**src/rtl/mul_pkg.sv**
```systemverilog
// Shared types and constants for the mul_sched multiplier scheduler
// and its booth_32 core.
package mul_pkg;
  localparam int unsigned MUL_W        = 32;
  localparam int unsigned PROD_W       = 64;
  localparam int unsigned MUL_WAIT_DEF = 34;

  localparam logic [MUL_W-1:0]  M_NEG_MAX = 32'h8000_0000;
  localparam logic [PROD_W-1:0] P_NEG_SQ  = 64'h4000_0000_0000_0000;

  typedef enum logic [1:0] {
    IDLE,
    START,
    BUSY,
    RESP
  } state_e;
endpackage

```
**src/rtl/mul_sched_if.sv**
```systemverilog
// Requester/response bundle of mul_sched. The master modport is the client
// side and the slave modport is the scheduler side.
interface mul_sched_if #(
  parameter int unsigned NREQ = 4
);
  import mul_pkg::*;

  localparam int unsigned IDW = $clog2(NREQ);

  logic [NREQ-1:0]       req_valid;
  logic [NREQ-1:0]       req_ready;
  logic [NREQ*MUL_W-1:0] req_m;
  logic [NREQ*MUL_W-1:0] req_q;
  logic                  rsp_valid;
  logic                  rsp_ready;
  logic [IDW-1:0]        rsp_id;
  logic [PROD_W-1:0]     rsp_data;

  modport master (
    output req_valid, req_m, req_q, rsp_ready,
    input  req_ready, rsp_valid, rsp_id, rsp_data
  );

  modport slave (
    input  req_valid, req_m, req_q, rsp_ready,
    output req_ready, rsp_valid, rsp_id, rsp_data
  );
endinterface

```
**src/rtl/booth_32.sv**
```systemverilog
// Iterative radix-2 Booth signed 32x32 multiplier: start loads Q, then one
// recoding step per cycle for 32 cycles. M must stay stable while it runs.
module booth_32
  import mul_pkg::*;
(
  input  logic              clk,
  input  logic              n_rst,
  input  logic              start,
  input  logic [MUL_W-1:0]  m,
  input  logic [MUL_W-1:0]  q,
  output logic [PROD_W-1:0] product
);
  logic [MUL_W:0]   a_q;
  logic [MUL_W:0]   a_d;
  logic [MUL_W-1:0] qr_q;
  logic             q1_q;
  logic [5:0]       cnt_q;
  logic [MUL_W:0]   m_ext;

  assign m_ext = {m[MUL_W-1], m};

  always_comb begin
    a_d = a_q;
    case ({qr_q[0], q1_q})
      2'b01:   a_d = a_q + m_ext;
      2'b10:   a_d = a_q - m_ext;
      default: a_d = a_q;
    endcase
  end

  // Arithmetic right shift of {A, Q, q-1}; A carries a guard bit.
  always_ff @(posedge clk or negedge n_rst) begin
    if (!n_rst) begin
      a_q   <= '0;
      qr_q  <= '0;
      q1_q  <= 1'b0;
      cnt_q <= '0;
    end else if (start) begin
      a_q   <= '0;
      qr_q  <= q;
      q1_q  <= 1'b0;
      cnt_q <= 6'd32;
    end else if (cnt_q != '0) begin
      a_q   <= {a_d[MUL_W], a_d[MUL_W:1]};
      qr_q  <= {a_d[0], qr_q[MUL_W-1:1]};
      q1_q  <= qr_q[0];
      cnt_q <= cnt_q - 6'd1;
    end
  end

  assign product = {a_q[MUL_W-1:0], qr_q};
endmodule

```
**src/rtl/mul_sched.sv**
```systemverilog
// Round-robin scheduler sharing one booth_32 core among NREQ requesters.
// Optional activity counters are enabled with MUL_SCHED_STATS_EN.
module mul_sched
  import mul_pkg::*;
#(
  parameter int unsigned NREQ     = 4,
  parameter int unsigned MUL_WAIT = MUL_WAIT_DEF
) (
  input  logic        clk,
  input  logic        n_rst,
`ifdef MUL_SCHED_STATS_EN
  output logic [31:0] stat_ops,
  output logic [31:0] stat_busy,
`endif
  mul_sched_if.slave  bus
);
  localparam int unsigned IDW = $clog2(NREQ);
  localparam int unsigned CW  = $clog2(MUL_WAIT + 1);

  state_e            state_q;
  logic [IDW-1:0]    rr_q;
  logic [IDW-1:0]    id_q;
  logic [MUL_W-1:0]  m_q;
  logic [MUL_W-1:0]  q_q;
  logic              fix_q;
  logic [CW-1:0]     cnt_q;
  logic              rsp_valid_q;
  logic [IDW-1:0]    rsp_id_q;
  logic [PROD_W-1:0] rsp_data_q;

  logic [NREQ-1:0]   gnt;
  logic [IDW-1:0]    gnt_id;
  logic [IDW-1:0]    rr_d;
  logic [MUL_W-1:0]  sel_m;
  logic [MUL_W-1:0]  sel_q;
  logic [MUL_W-1:0]  m_d;
  logic [MUL_W-1:0]  q_d;
  logic              fix_d;
  logic [PROD_W-1:0] core_p;

  // First valid requester at or after rr_q, wrapping modulo NREQ.
  always_comb begin
    gnt    = '0;
    gnt_id = '0;
    for (int unsigned k = 0; k < NREQ; k++) begin
      int unsigned idx;
      idx = int'(rr_q) + k;
      if (idx >= NREQ) idx = idx - NREQ;
      if (gnt == '0 && bus.req_valid[idx]) begin
        gnt[idx] = 1'b1;
        gnt_id   = idx[IDW-1:0];
      end
    end
  end

  assign bus.req_ready = (state_q == IDLE && n_rst) ? gnt : '0;
  assign rr_d = (gnt_id == IDW'(NREQ - 1)) ? '0 : gnt_id + 1'b1;

  // The core cannot take M = -2^31: swap it into Q, or flag the -2^31 squared case.
  always_comb begin
    sel_m = bus.req_m[int'(gnt_id)*MUL_W +: MUL_W];
    sel_q = bus.req_q[int'(gnt_id)*MUL_W +: MUL_W];
    m_d   = sel_m;
    q_d   = sel_q;
    fix_d = 1'b0;
    if (sel_m == M_NEG_MAX) begin
      if (sel_q == M_NEG_MAX) begin
        fix_d = 1'b1;
      end else begin
        m_d = sel_q;
        q_d = sel_m;
      end
    end
  end

  always_ff @(posedge clk or negedge n_rst) begin
    if (!n_rst) begin
      state_q     <= IDLE;
      rr_q        <= '0;
      id_q        <= '0;
      m_q         <= '0;
      q_q         <= '0;
      fix_q       <= 1'b0;
      cnt_q       <= '0;
      rsp_valid_q <= 1'b0;
      rsp_id_q    <= '0;
      rsp_data_q  <= '0;
    end else begin
      case (state_q)
        IDLE: begin
          if (gnt != '0) begin
            m_q     <= m_d;
            q_q     <= q_d;
            fix_q   <= fix_d;
            id_q    <= gnt_id;
            rr_q    <= rr_d;
            state_q <= START;
          end
        end
        START: begin
          cnt_q   <= CW'(MUL_WAIT - 1);
          state_q <= BUSY;
        end
        BUSY: begin
          if (cnt_q == '0) begin
            rsp_data_q  <= fix_q ? P_NEG_SQ : core_p;
            rsp_valid_q <= 1'b1;
            rsp_id_q    <= id_q;
            state_q     <= RESP;
          end else begin
            cnt_q <= cnt_q - 1'b1;
          end
        end
        RESP: begin
          if (bus.rsp_ready) begin
            rsp_valid_q <= 1'b0;
            state_q     <= IDLE;
          end
        end
        default: state_q <= IDLE;
      endcase
    end
  end

  assign bus.rsp_valid = rsp_valid_q;
  assign bus.rsp_id    = rsp_id_q;
  assign bus.rsp_data  = rsp_data_q;

  booth_32 u_booth (
    .clk     (clk),
    .n_rst   (n_rst),
    .start   (state_q == START),
    .m       (m_q),
    .q       (q_q),
    .product (core_p)
  );

`ifdef MUL_SCHED_STATS_EN
  logic [31:0] stat_ops_q;
  logic [31:0] stat_busy_q;

  always_ff @(posedge clk or negedge n_rst) begin
    if (!n_rst) begin
      stat_ops_q  <= '0;
      stat_busy_q <= '0;
    end else begin
      if (state_q == RESP && bus.rsp_ready && stat_ops_q != '1)
        stat_ops_q <= stat_ops_q + 32'd1;
      if (state_q != IDLE && stat_busy_q != '1)
        stat_busy_q <= stat_busy_q + 32'd1;
    end
  end

  assign stat_ops  = stat_ops_q;
  assign stat_busy = stat_busy_q;
`endif
endmodule

```
**src/flat_wrapper.sv**
```systemverilog
// flat-port wrapper written by rule: the top's interface ports become plain ports
module mul_sched_flat import mul_pkg::*;
#(
  parameter int unsigned NREQ     = 4,
  parameter int unsigned MUL_WAIT = MUL_WAIT_DEF
)
  (clk, n_rst, bus_req_valid, bus_req_m, bus_req_q, bus_rsp_ready, bus_req_ready, bus_rsp_valid, bus_rsp_id, bus_rsp_data);
  mul_sched_if #(.NREQ(NREQ)) bus_i ();
  input  logic clk;
  input  logic n_rst;
  input wire logic [$bits(bus_i.req_valid)-1:0] bus_req_valid;
  input wire logic [$bits(bus_i.req_m)-1:0] bus_req_m;
  input wire logic [$bits(bus_i.req_q)-1:0] bus_req_q;
  input wire logic [$bits(bus_i.rsp_ready)-1:0] bus_rsp_ready;
  output wire logic [$bits(bus_i.req_ready)-1:0] bus_req_ready;
  output wire logic [$bits(bus_i.rsp_valid)-1:0] bus_rsp_valid;
  output wire logic [$bits(bus_i.rsp_id)-1:0] bus_rsp_id;
  output wire logic [$bits(bus_i.rsp_data)-1:0] bus_rsp_data;
  assign bus_i.req_valid = bus_req_valid;
  assign bus_i.req_m = bus_req_m;
  assign bus_i.req_q = bus_req_q;
  assign bus_i.rsp_ready = bus_rsp_ready;
  assign bus_req_ready = bus_i.req_ready;
  assign bus_rsp_valid = bus_i.rsp_valid;
  assign bus_rsp_id = bus_i.rsp_id;
  assign bus_rsp_data = bus_i.rsp_data;
  mul_sched #(.NREQ(NREQ), .MUL_WAIT(MUL_WAIT)) u_core (.clk(clk), .n_rst(n_rst), .bus(bus_i));
endmodule
```
**config.mk**
```make
export PLATFORM = sky130hd
export DESIGN_NAME = mul_sched_flat
export DESIGN_NICKNAME = d
export VERILOG_FILES = /design/src/rtl/mul_pkg.sv /design/src/rtl/mul_sched_if.sv /design/src/rtl/booth_32.sv /design/src/rtl/mul_sched.sv /design/src/flat_wrapper.sv
export SDC_FILE = /design/constraint.sdc
export NUM_CORES = 1
export LEC_CHECK = 0
export ABC_AREA = 1
export ABC_CLOCK_PERIOD_IN_PS = 10300
export BUFFER_PORTS_ARGS = -buffer_cell sky130_fd_sc_hd__buf_2
export CORE_UTILIZATION = 25
export DETAILED_ROUTE_END_ITERATION = 6
export PLACE_DENSITY = 0.39
export SLEW_MARGIN = 30
export SYNTH_ARGS = -nofsm -noshare
export SYNTH_HDL_FRONTEND = slang
export SYNTH_HIERARCHICAL = 1
export SYNTH_SLANG_ARGS = --single-unit
```
**constraint.sdc**
```tcl
create_clock -name clk -period 10.3 [get_ports clk]
set_input_delay 1.03 -clock clk [delete_from_list [all_inputs] [get_ports clk]]
set_output_delay 1.03 -clock clk [all_outputs]
set_load 0.01 [all_outputs]
```
==> metrics <==
CTS Hold Buffers Added 0; TritonCTS buffer count 26; largest net degree at the start of global routing 94; arrival time at the worst endpoint 6.20 ns; DR WL/cell around 18 µm; CTS-repair resized insts 0; # IOs 334; Final GP Congestion between 0.9 and 1; Yosys reg bits approximately 220; CTS tree done; CTS root buf clkbuf_16; crit share post-route 55.92%; worst-path maximum fanout 93; syn nets between 2000 and 3000; Post-Syn Area roughly 16000 µm²; setup_tns 0 ns; Mean Syn Cell Area approximately 6.3 µm²; Final min period approximately 5.8 ns; Final setup viols 0; NumNets Final approximately 3200; Avg Vias per Cell roughly 4.6; worst setup slack after layout between 4 and 5 ns; Clock Pin Slew Worst Setup and Hold Paths approximately 0.070 ns; Post-synth EDFFs 0; Critical Path RT approximately 11 ns; Synth warnings 6; post-route clock skew slightly below 0.02 ns; Setup crit end kind flop; drt initial violations around 1100; Yosys top cell by area dfrtp_1; Non-Filler Instances 3750; max-cap viol count 0; Initial Utilization between 20% and 30%; endpoints failing hold 0; Total GRT Usage roughly a fifth; Synth async-reset ratio 100.0%; CTS sink count ~220; Final ANT Viol Nets 0; cell row count 93; RSZ-0062 raised after global routing no; most common cell in the synthesized netlist nand2_1; CP Class reg -> reg; fraction of layout cells with a size suffix above 1 between 10% and 20%; headroom to the max-slew limit 36.82%; top cells by count, synth 1168 x nand2_1, 313 x nand3_1, 259 x inv_1, 215 x dfrtp_1, 153 x nor2_1; Synth top area share approximately 33%; Placed Cells 3700; critical path startpoint category flop; Area after DPL around 19000 µm²; Max clock buf depth 3; die outline area 66850 µm²; Max Freq 173.6 MHz; Post-DP HPWL slightly above 50000 µm; Main synth FF type dfrtp_1; H-Tree Depth 1; initial antenna violation count 1; GR Overflow Total 0; area grow syn2layout 19.91%; sequential area share after synthesis 32.70%; global-route wire length before repair just over 100000 µm; chip height around 260 µm; drt total wl 66170 µm; vias in the first global route about 17000; Worst Hold Class in -> async; Cell variety after synth 53; core area around 65000 µm²; slew of the pin with the lowest slew margin 0.9478 ns; PortBufs 333; Gate Count Post-Synth between 2000 and 3000; # DRC 0; postcts setup bufs 0; via count 17220; die width between 200 and 300 µm; final instance area roughly 20000 µm²; Worst-Skew Late Latency approximately 0.57 ns; dpl ws 4.549 ns; run status finished clean; top post-synthesis cells by area dfrtp_1 33%, nand2_1 27%, nand3_1 9.5%, inv_1 5.9%, ha_1 3.6%; DRT Pass-1 Iters 7; Final Max Tran Viols 0
## critical path: stages (launching register included)
cell      delay (ns)
dfrtp_1         0.67
inv_4           0.15
ha_1            0.46
inv_1           0.08
nand3_1         0.08
o21ai_1         0.10
a21oi_4         0.18
nand3_1         0.13
nand2_2         0.14
nor2_4          0.07
nand3_2         0.08
nand2_2         0.07
nor2_4          0.21
nand3_2         0.28
nand2_4         0.41
buf_4           0.76
nand2_1         0.24
nand3_1         0.16
nand2_1         0.13
nand2_1         0.09
nor2_1          0.04
nand2_1         0.07
nor2_2          0.06
nand2_4         0.56
o21bai_1        0.13
nand2_1         0.09
nand2_1         0.07
## sequential cells by signal, summed over array words and instances (netlist names)
| signal | count |
|---|---|
| u_core/u_booth/qr_q | 32 |
| u_core/rr_q | 2 |
| u_core/state_q | 2 |
| u_core/cnt_q | 6 |
| u_core/bus.rsp_id | 2 |
| u_core/bus.rsp_valid | 1 |
| u_core/m_q | 32 |
| u_core/id_q | 2 |
| u_core/bus.rsp_data | 64 |
| u_core/u_booth/a_q | 32 |
| u_core/fix_q | 1 |
| u_core/q_q | 32 |
| u_core/u_booth/q1_q | 1 |
| u_core/u_booth/cnt_q | 6 |
## placed cells by master, fill, tap and decap left out, types with 3 or more instances in the layout
master      Yosys  final
a21oi_1        37     37
a22oi_1        14     14
a31oi_1         3      3
buf_2          42    332
buf_4          13     12
bufinv_16       0      5
clkbuf_1       47      4
clkbuf_16       0     26
clkbuf_8        0      4
clkinv_2        0      4
clkinvlp_4      0      3
dfrtp_1       215    215
ha_1           48     48
inv_1         259    259
inv_2           6      8
nand2_1      1168   1167
nand2_2        23     22
nand2_4         4      5
nand2_8         2      3
nand3_1       313    313
nand3_2         9      9
nand4_1         6      6
nor2_1        153    152
nor2_2         11     11
nor2_4          6      7
nor3_1         12     12
o211ai_1       19     19
o21ai_0        48     48
o21ai_1        28     28
o21bai_1       26     26
o21bai_2        7      7
o221ai_1        7      7
o22ai_1         3      3
xnor2_1         9      9
xor2_1         34     34
## cells by family (layout without fill, tap and decap cells)
group                      after synthesis  after routing  share of synthesized area (%)
and+or+nand+nor                       1718           1718                          43.62
buffers and inverters                  380            664                          9.665
xor gates and xnor gates                43             43                          2.289
AOI/OAI and AO/OA                      204            204                          7.962
other                                    0              2                              0
DFF                                    215            215                          32.70
adders and majority gates               49             49                          3.772
## per-stage QoR
stage,hold WS [ns],utilization [%]
2_1_floorplan,0.4494,-
3_3_place_gp,0.4617,28.97
3_5_place_dp,0.4608,29.00
4_1_cts,0.4602,30.47
5_1_grt,0.4812,30.49
6_report,0.4470,30.50
## path summary, 6_finish.rpt
check | startpoint | end | slack, ns | cells past startpoint
worst max-delay path | u_core/rr_q[0]$_DFFE_PN0P_ | u_core/m_q[29]$_DFFE_PN0P_ | 4.54 | 26
worst min-delay path | n_rst | u_core/bus.rsp_data[14]$_DFFE_PN0P_ | 0.45 | 1
worst max register to register | u_core/rr_q[0]$_DFFE_PN0P_ | u_core/m_q[29]$_DFFE_PN0P_ | 4.54 | 26
worst min register to register | u_core/bus.rsp_data[55]$_DFFE_PN0P_ | u_core/bus.rsp_data[55]$_DFFE_PN0P_ | 0.47 | 2
max in group asynchronous | n_rst | u_core/u_booth/a_q[21]$_DFFE_PN0P_ | 8.22 | 3
min in group clk | u_core/bus.rsp_data[55]$_DFFE_PN0P_ | u_core/bus.rsp_data[55]$_DFFE_PN0P_ | 0.47 | 2
## area by class of cell
class	instances	area, µm²
flip-flops and latches	215	5380
clock buffers	34	720.7
inverters	269	1012
multi-input cells	2014	9513
well taps	855	1070
clock inverters	14	231.5
diodes	2	5.005
repair buffers	347	1798
fillers	7417	44970
## layer usage
metal,up-vias,global-route usage (%),part of all wire [%]
li1,8718,-,-
met1,7967,26.65,46
met2,489,33.12,47
met3,48,2.142,5.0
met4,0,3.649,1.5
met5,-,0,0
Power is not shown: default switching activity piles up to over one toggle a cycle in this logic, so the estimate is an artifact.
